## config.mk

```make
export PLATFORM = sky130hd
export DESIGN_NAME = exu_seq_flat
export DESIGN_NICKNAME = d
export VERILOG_FILES = /design/src/rtl/exu_seq_if.sv /design/src/rtl/exu_seq.sv /design/src/flat_wrapper.sv
export SDC_FILE = /design/constraint.sdc
export NUM_CORES = 1
export LEC_CHECK = 0
export ABC_CLOCK_PERIOD_IN_PS = 6100
export CAP_MARGIN = 20
export CORE_MARGIN = 2
export CORE_UTILIZATION = 30
export DETAILED_ROUTE_END_ITERATION = 10
export SYNTH_ARGS = -nofsm -noshare
export SYNTH_HDL_FRONTEND = slang
export SYNTH_SLANG_ARGS = --single-unit
```

## constraint.sdc

```tcl
create_clock -name clk -period 6.1 [get_ports clk]
set_clock_uncertainty 0.1 [all_clocks]
set_input_delay 1.22 -clock clk [delete_from_list [all_inputs] [get_ports clk]]
set_output_delay 1.22 -clock clk [all_outputs]
set_load 0.01 [all_outputs]
```

## src/rtl/exu_seq_if.sv

```systemverilog
// Execute-sequencer bus: decoder handshake, ALU select/result path and downstream handshake.
// The sequencer takes the slave side and its surroundings the master side.
interface exu_seq_if;
   logic        in_valid;
   logic        in_ready;
   logic [2:0]  in_op;
   logic [2:0]  in_func;
   logic [2:0]  in_brt;
   logic [31:0] in_src1;
   logic [31:0] in_src2;
   logic [31:0] in_imm;
   logic [31:0] in_pc;

   logic [1:0]  amux1;
   logic [1:0]  amux2;
   logic [2:0]  funcEU;
   logic [31:0] aluOut;

   // Latched operands feeding the shared execute datapath muxes
   logic [31:0] opr_src1;
   logic [31:0] opr_src2;
   logic [31:0] opr_imm;
   logic [31:0] opr_pc;

   logic        out_valid;
   logic        out_ready;
   logic [31:0] out_result;
   logic [31:0] out_npc;
   logic        out_redirect;
   logic        out_illegal;

   modport master (
      output in_valid, in_op, in_func, in_brt, in_src1, in_src2, in_imm, in_pc,
      input  in_ready,
      input  amux1, amux2, funcEU,
      output aluOut,
      input  opr_src1, opr_src2, opr_imm, opr_pc,
      input  out_valid, out_result, out_npc, out_redirect, out_illegal,
      output out_ready
   );

   modport slave (
      input  in_valid, in_op, in_func, in_brt, in_src1, in_src2, in_imm, in_pc,
      output in_ready,
      output amux1, amux2, funcEU,
      input  aluOut,
      output opr_src1, opr_src2, opr_imm, opr_pc,
      output out_valid, out_result, out_npc, out_redirect, out_illegal,
      input  out_ready
   );
endinterface

```

## src/rtl/exu_seq.sv

```systemverilog
// Execute-stage sequencer: drives the shared ALU selects, two passes for branches.
// Latency 2 cycles (3 for branches) from accept; holds OUT until out_ready, in_ready only in IDLE.
module exu_seq #(
   parameter logic [2:0] FUNC_ADD  = 3'd0,
   parameter logic [2:0] FUNC_SUB  = 3'd1,
   parameter logic [2:0] FUNC_SLT  = 3'd2,
   parameter logic [2:0] FUNC_SLTU = 3'd3
) (
   input  logic      clk,
   input  logic      rst,
   exu_seq_if.slave  bus
);

   localparam logic [2:0] OP_RR     = 3'd0;
   localparam logic [2:0] OP_RI     = 3'd1;
   localparam logic [2:0] OP_AUIPC  = 3'd2;
   localparam logic [2:0] OP_LUI    = 3'd3;
   localparam logic [2:0] OP_BRANCH = 3'd4;
   localparam logic [2:0] OP_JAL    = 3'd5;
   localparam logic [2:0] OP_JALR   = 3'd6;

   typedef enum logic [1:0] {S_IDLE, S_EX1, S_EX2, S_OUT} state_t;

   state_t      r_state;
   logic [2:0]  r_op;
   logic [2:0]  r_brt;
   logic [31:0] r_src1;
   logic [31:0] r_src2;
   logic [31:0] r_imm;
   logic [31:0] r_pc;
   logic        r_taken;
   logic        r_in_rdy;
   logic [1:0]  r_amux1;
   logic [1:0]  r_amux2;
   logic [2:0]  r_funcEU;
   logic        r_out_vld;
   logic [31:0] r_result;
   logic [31:0] r_npc;
   logic        r_redirect;
   logic        r_illegal;

   logic [1:0]  w_amux1;
   logic [1:0]  w_amux2;
   logic [2:0]  w_func;
   logic [31:0] w_pc4;
   logic        w_taken;
   logic        w_brt_bad;

   // EX1 selects are decoded from the incoming instruction so they are registered by the accept edge
   always_comb begin
      w_amux1 = 2'd0;
      w_amux2 = 2'd0;
      w_func  = FUNC_ADD;
      case (bus.in_op)
         OP_RR: begin
            w_amux1 = 2'd1;
            w_amux2 = 2'd1;
            w_func  = bus.in_func;
         end
         OP_RI: begin
            w_amux1 = 2'd1;
            w_amux2 = 2'd2;
            w_func  = bus.in_func;
         end
         OP_AUIPC, OP_JAL: begin
            w_amux1 = 2'd2;
            w_amux2 = 2'd2;
         end
         OP_LUI: begin
            w_amux2 = 2'd2;
         end
         OP_BRANCH: begin
            w_amux1 = 2'd1;
            w_amux2 = 2'd1;
            case (bus.in_brt)
               3'd4, 3'd5: w_func = FUNC_SLT;
               3'd6, 3'd7: w_func = FUNC_SLTU;
               default:    w_func = FUNC_SUB;
            endcase
         end
         OP_JALR: begin
            w_amux1 = 2'd1;
            w_amux2 = 2'd2;
         end
         default: begin
            w_amux1 = 2'd0;
            w_amux2 = 2'd0;
         end
      endcase
   end

   assign w_pc4     = r_pc + 32'd4;
   assign w_brt_bad = (r_brt == 3'd2) || (r_brt == 3'd3);

   always_comb begin
      w_taken = 1'b0;
      case (r_brt)
         3'd0:       w_taken = (bus.aluOut == 32'd0);
         3'd1:       w_taken = (bus.aluOut != 32'd0);
         3'd4, 3'd6: w_taken = bus.aluOut[0];
         3'd5, 3'd7: w_taken = !bus.aluOut[0];
         default:    w_taken = 1'b0;
      endcase
   end

   always_ff @(posedge clk) begin
      if (rst) begin
         r_state    <= S_IDLE;
         r_op       <= 3'd0;
         r_brt      <= 3'd0;
         r_src1     <= 32'd0;
         r_src2     <= 32'd0;
         r_imm      <= 32'd0;
         r_pc       <= 32'd0;
         r_taken    <= 1'b0;
         r_in_rdy   <= 1'b1;
         r_amux1    <= 2'd0;
         r_amux2    <= 2'd0;
         r_funcEU   <= FUNC_ADD;
         r_out_vld  <= 1'b0;
         r_result   <= 32'd0;
         r_npc      <= 32'd0;
         r_redirect <= 1'b0;
         r_illegal  <= 1'b0;
      end else begin
         case (r_state)
            S_IDLE: begin
               if (bus.in_valid) begin
                  r_op     <= bus.in_op;
                  r_brt    <= bus.in_brt;
                  r_src1   <= bus.in_src1;
                  r_src2   <= bus.in_src2;
                  r_imm    <= bus.in_imm;
                  r_pc     <= bus.in_pc;
                  r_in_rdy <= 1'b0;
                  r_amux1  <= w_amux1;
                  r_amux2  <= w_amux2;
                  r_funcEU <= w_func;
                  r_state  <= S_EX1;
               end
            end
            S_EX1: begin
               r_amux1   <= 2'd0;
               r_amux2   <= 2'd0;
               r_funcEU  <= FUNC_ADD;
               r_out_vld <= 1'b1;
               r_state   <= S_OUT;
               r_illegal <= 1'b0;
               case (r_op)
                  OP_RR, OP_RI, OP_AUIPC, OP_LUI: begin
                     r_result   <= bus.aluOut;
                     r_npc      <= w_pc4;
                     r_redirect <= 1'b0;
                  end
                  OP_JAL: begin
                     r_result   <= w_pc4;
                     r_npc      <= bus.aluOut;
                     r_redirect <= 1'b1;
                  end
                  OP_JALR: begin
                     r_result   <= w_pc4;
                     r_npc      <= bus.aluOut & ~32'd1;
                     r_redirect <= 1'b1;
                  end
                  OP_BRANCH: begin
                     r_result   <= 32'd0;
                     r_npc      <= w_pc4;
                     r_redirect <= 1'b0;
                     if (w_brt_bad) begin
                        r_illegal <= 1'b1;
                     end else begin
                        // Second pass reuses the ALU for pc+imm; result waits until EX2
                        r_taken   <= w_taken;
                        r_amux1   <= 2'd2;
                        r_amux2   <= 2'd2;
                        r_out_vld <= 1'b0;
                        r_state   <= S_EX2;
                     end
                  end
                  default: begin
                     r_result   <= 32'd0;
                     r_npc      <= w_pc4;
                     r_redirect <= 1'b0;
                     r_illegal  <= 1'b1;
                  end
               endcase
            end
            S_EX2: begin
               r_amux1    <= 2'd0;
               r_amux2    <= 2'd0;
               r_funcEU   <= FUNC_ADD;
               r_result   <= 32'd0;
               r_npc      <= r_taken ? bus.aluOut : w_pc4;
               r_redirect <= r_taken;
               r_out_vld  <= 1'b1;
               r_state    <= S_OUT;
            end
            S_OUT: begin
               if (bus.out_ready) begin
                  r_out_vld <= 1'b0;
                  r_in_rdy  <= 1'b1;
                  r_state   <= S_IDLE;
               end
            end
            default: begin
               r_state <= S_IDLE;
            end
         endcase
      end
   end

   assign bus.in_ready     = r_in_rdy;
   assign bus.amux1        = r_amux1;
   assign bus.amux2        = r_amux2;
   assign bus.funcEU       = r_funcEU;
   assign bus.opr_src1     = r_src1;
   assign bus.opr_src2     = r_src2;
   assign bus.opr_imm      = r_imm;
   assign bus.opr_pc       = r_pc;
   assign bus.out_valid    = r_out_vld;
   assign bus.out_result   = r_result;
   assign bus.out_npc      = r_npc;
   assign bus.out_redirect = r_redirect;
   assign bus.out_illegal  = r_illegal;

endmodule

```

## src/flat_wrapper.sv

```systemverilog
// flat-port wrapper written by rule: the top's interface ports become plain ports
module exu_seq_flat 
#(
   parameter logic [2:0] FUNC_ADD  = 3'd0,
   parameter logic [2:0] FUNC_SUB  = 3'd1,
   parameter logic [2:0] FUNC_SLT  = 3'd2,
   parameter logic [2:0] FUNC_SLTU = 3'd3
)
  (clk, rst, bus_in_valid, bus_in_op, bus_in_func, bus_in_brt, bus_in_src1, bus_in_src2, bus_in_imm, bus_in_pc, bus_in_ready, bus_amux1, bus_amux2, bus_funcEU, bus_aluOut, bus_opr_src1, bus_opr_src2, bus_opr_imm, bus_opr_pc, bus_out_valid, bus_out_result, bus_out_npc, bus_out_redirect, bus_out_illegal, bus_out_ready);
  exu_seq_if bus_i ();
  input  logic clk;
  input  logic rst;
  input wire logic [$bits(bus_i.in_valid)-1:0] bus_in_valid;
  input wire logic [$bits(bus_i.in_op)-1:0] bus_in_op;
  input wire logic [$bits(bus_i.in_func)-1:0] bus_in_func;
  input wire logic [$bits(bus_i.in_brt)-1:0] bus_in_brt;
  input wire logic [$bits(bus_i.in_src1)-1:0] bus_in_src1;
  input wire logic [$bits(bus_i.in_src2)-1:0] bus_in_src2;
  input wire logic [$bits(bus_i.in_imm)-1:0] bus_in_imm;
  input wire logic [$bits(bus_i.in_pc)-1:0] bus_in_pc;
  output wire logic [$bits(bus_i.in_ready)-1:0] bus_in_ready;
  output wire logic [$bits(bus_i.amux1)-1:0] bus_amux1;
  output wire logic [$bits(bus_i.amux2)-1:0] bus_amux2;
  output wire logic [$bits(bus_i.funcEU)-1:0] bus_funcEU;
  input wire logic [$bits(bus_i.aluOut)-1:0] bus_aluOut;
  output wire logic [$bits(bus_i.opr_src1)-1:0] bus_opr_src1;
  output wire logic [$bits(bus_i.opr_src2)-1:0] bus_opr_src2;
  output wire logic [$bits(bus_i.opr_imm)-1:0] bus_opr_imm;
  output wire logic [$bits(bus_i.opr_pc)-1:0] bus_opr_pc;
  output wire logic [$bits(bus_i.out_valid)-1:0] bus_out_valid;
  output wire logic [$bits(bus_i.out_result)-1:0] bus_out_result;
  output wire logic [$bits(bus_i.out_npc)-1:0] bus_out_npc;
  output wire logic [$bits(bus_i.out_redirect)-1:0] bus_out_redirect;
  output wire logic [$bits(bus_i.out_illegal)-1:0] bus_out_illegal;
  input wire logic [$bits(bus_i.out_ready)-1:0] bus_out_ready;
  assign bus_i.in_valid = bus_in_valid;
  assign bus_i.in_op = bus_in_op;
  assign bus_i.in_func = bus_in_func;
  assign bus_i.in_brt = bus_in_brt;
  assign bus_i.in_src1 = bus_in_src1;
  assign bus_i.in_src2 = bus_in_src2;
  assign bus_i.in_imm = bus_in_imm;
  assign bus_i.in_pc = bus_in_pc;
  assign bus_in_ready = bus_i.in_ready;
  assign bus_amux1 = bus_i.amux1;
  assign bus_amux2 = bus_i.amux2;
  assign bus_funcEU = bus_i.funcEU;
  assign bus_i.aluOut = bus_aluOut;
  assign bus_opr_src1 = bus_i.opr_src1;
  assign bus_opr_src2 = bus_i.opr_src2;
  assign bus_opr_imm = bus_i.opr_imm;
  assign bus_opr_pc = bus_i.opr_pc;
  assign bus_out_valid = bus_i.out_valid;
  assign bus_out_result = bus_i.out_result;
  assign bus_out_npc = bus_i.out_npc;
  assign bus_out_redirect = bus_i.out_redirect;
  assign bus_out_illegal = bus_i.out_illegal;
  assign bus_i.out_ready = bus_out_ready;
  exu_seq #(.FUNC_ADD(FUNC_ADD), .FUNC_SUB(FUNC_SUB), .FUNC_SLT(FUNC_SLT), .FUNC_SLTU(FUNC_SLTU)) u_core (.clk(clk), .rst(rst), .bus(bus_i));
endmodule
```

==> metrics.txt <==
status complete, no violations; cts repair resizes 0; worst min path class reg -> reg; grt total ovfl 0; largest net degree at the start of global routing approximately 110; Routed Antenna Nets 0; initial antenna violation count 0; Cell Area, Synth 0.00886 mm²; hpwl dp 23.6 mm; Die Ht 176 µm; actual slew at the worst max-slew pin 1.09 ns; Syn-to-layout area delta 54.2%; number of buffers added on ports 375; DR DRC count 0; post-layout util 47.3%; placed insts about 1.8k; sequential-to-total area share from yosys stat 47.9%; I/O pins 376; delay-heaviest family, CP simple AND/OR/NAND/NOR gates; Tmin final roughly 3.1 ns; Synth Net Count between 1k and 1.5k; PwrDens 417 mW/mm²; Worst Hold Launch u_core.bus.opr_src2[8]; core area just under 0.03 mm²; Pleak approximately 4.8 nW; Worst Setup End Kind register; CTS sink count 212; DIE WIDTH 176 µm; endpoints failing setup 0; post-route setup TNS 0 ns; Max Slew Vio Count 0; first-pass GRT wire length 51.5 mm; yosys warns 0; Hold Fails Final Rpt 0; syn_area_per_cell between 7 and 8 µm²; Layout Cells excl Fill 1859; Detailed Route Iter0 Violations 809; root buffer cell clkbuf_16; hold buffer count at cts 0; drt total wl 34.1 mm; # Post-CTS Setup Buffers 0; diode count 0; peak per-stage delay on the critical path 0.84 ns; most frequent cell on the critical path nor2_1; critical path peak fanout 60; Max-Cap Viols 0; total CTS buffers 25; Gate Count Post-Synth 1133; Peak Freq 319 MHz; ratio of cells with drive above 1 in the final layout 4.07%; synthesized flop and latch total 212; ys flop type dfxtp_1; Cell variety after synth 54; TritonCTS clock tree done; ys async rst share 0%; Critical path buffers and inverters 2; vias in the first global route 8811; Die ar. between 0.03 and 0.04 mm²; GR Util All Layers 21.0%; fin worst setup slack 2.97 ns; Startpoint Class register; Worst R2R Start u_core.r_state[1]; RSZ-0062 raised after global routing false; CTS HTree Levels 1; fin crit share 51.3%; Final #Nets roughly 1.6k; WS Path Type reg -> reg; FP Rows 62; CP required 6.44 ns; clk_lat worst skew 0.51 ns; R2R Setup Slk 2.97 ns; Initial Util 30.7%; number of flops mapped to enable cells by yosys 0; number of vias in the routed layout 9428; cells along the critical path inv_1 > ha_2 > buf_4 > nand2b_1 > nor2_1 > a222oi_1 > nor2_1; slowest stage cell, crit path nor2_1; relative slew slack approximately 27%; DR pass1 iterations 6; most frequent cells in the layout clkdlybuf4s50_1 (374), nand2_1 (310), dfxtp_1 (212), a21oi_1 (186), nor2_1 (60); most common cell after layout, fill and taps aside clkdlybuf4s50_1; clk buf depth 3; Worst Setup SP u_core.r_state[1]; Setup WS pre-CTS 2.40 ns; WL/cell about 18 µm; Reg clk slew, reported paths 0.06 ns; RePlAce Congestion roughly 0.79; CP arrival 3.47 ns; DR vias/cell a little over 5; Worst VDD drop 0.349 mV
-- through the flow --
step	total power, mW	hold slack [ns]	area (µm²)
floorplan	3.13	0.349	8860
global placement	4.24	0.341	12800
detailed placement	4.26	0.346	12900
CTS	5.76	0.354	13700
global route	6.05	0.371	13700
finish	5.70	0.352	13700
-- routing by layer --
metal	part of all wire [%]	global-route usage, %
met1	43	27.0
met2	46	34.5
met3	8.5	5.82
met4	2.8	5.61
met5	0	0
-- Yosys cell counts, types with 4 or more instances --
library cell	instances	area, µm²
o2bb2ai_1	4	35.0
a221oi_1	5	43.8
buf_1	8	30.0
o31a_1	8	70.1
nand4_1	12	75.1
dfxtp_1	212	4240
and4_1	5	43.8
inv_1	12	45.0
clkbuf_1	76	285
ha_1	5	62.6
mux2i_1	6	60.1
a222oi_1	6	60.1
xor2_1	6	52.6
nand2_1	311	1170
nor2_1	60	225
nand2b_1	7	43.8
nor3_1	15	75.1
xnor2_1	13	114
nor2b_1	4	25.0
nand3_1	13	65.1
a31oi_1	5	31.3
nor4_1	18	113
o32ai_1	9	78.8
o22ai_1	5	31.3
and3_1	16	100
o21ai_0	41	205
a22oi_1	20	150
o211ai_1	4	30.0
a21oi_1	187	936
-- power breakdown --
group          internal, mW  leakage [nW]  switching, mW
clock network         0.885         0.390          0.588
registers              1.70          1.74          0.237
logic                 0.997          2.70           1.29
-- state kept, by name (all words and copies together), names as in the netlist --
name and cells:
u_core.r_taken 1, u_core.r_op 3, u_core.bus.opr_src1 32, u_core.bus.funcEU 3, u_core.bus.out_result 32, u_core.bus.out_illegal 1, u_core.bus.opr_src2 32, u_core.r_brt 3
u_core.bus.amux1 2, u_core.bus.opr_imm 32, u_core.r_state 2, u_core.bus.amux2 2, u_core.bus.out_npc 32, u_core.bus.opr_pc 32, u_core.bus.in_ready 1, u_core.bus.out_redirect 1
u_core.bus.out_valid 1
-- worst min-delay path: cells and delay by family, from the launching register on --
kind               cells  cell delay (ns)
DFF                    1             0.30
AOI/OAI and AO/OA      1             0.05
and+or+nand+nor        1             0.05
-- area by class of cell --
type | count | area (µm²)
fillers | 2904 | 15200
clock buffers | 37 | 711
clock inverters | 7 | 87.6
flip-flops and latches | 212 | 4240
repair buffers | 383 | 3820
multi-input cells | 823 | 4270
inverters | 13 | 48.8
well taps | 384 | 480
-- final timing paths --
kind	end	cells past startpoint
worst max register to register	u_core.bus.out_result[8]	7
worst min register to register	u_core.bus.opr_src2[8]	2
worst min-delay path	u_core.bus.opr_src2[8]	2
worst max-delay path	u_core.bus.out_result[8]	7
-- logic make-up (layout without fill, tap and decap cells) --
group | count (synthesis) | after routing | share of synthesized area (%)
simple gates | 474 | 474 | 23.3
buf+inv | 98 | 440 | 4.24
flops | 212 | 212 | 47.9
xor+xnor | 19 | 19 | 1.88
mux | 6 | 6 | 0.678
fa+ha+maj | 5 | 5 | 0.706
compound gates | 319 | 319 | 21.3
Power figures use the tool's default switching activity.
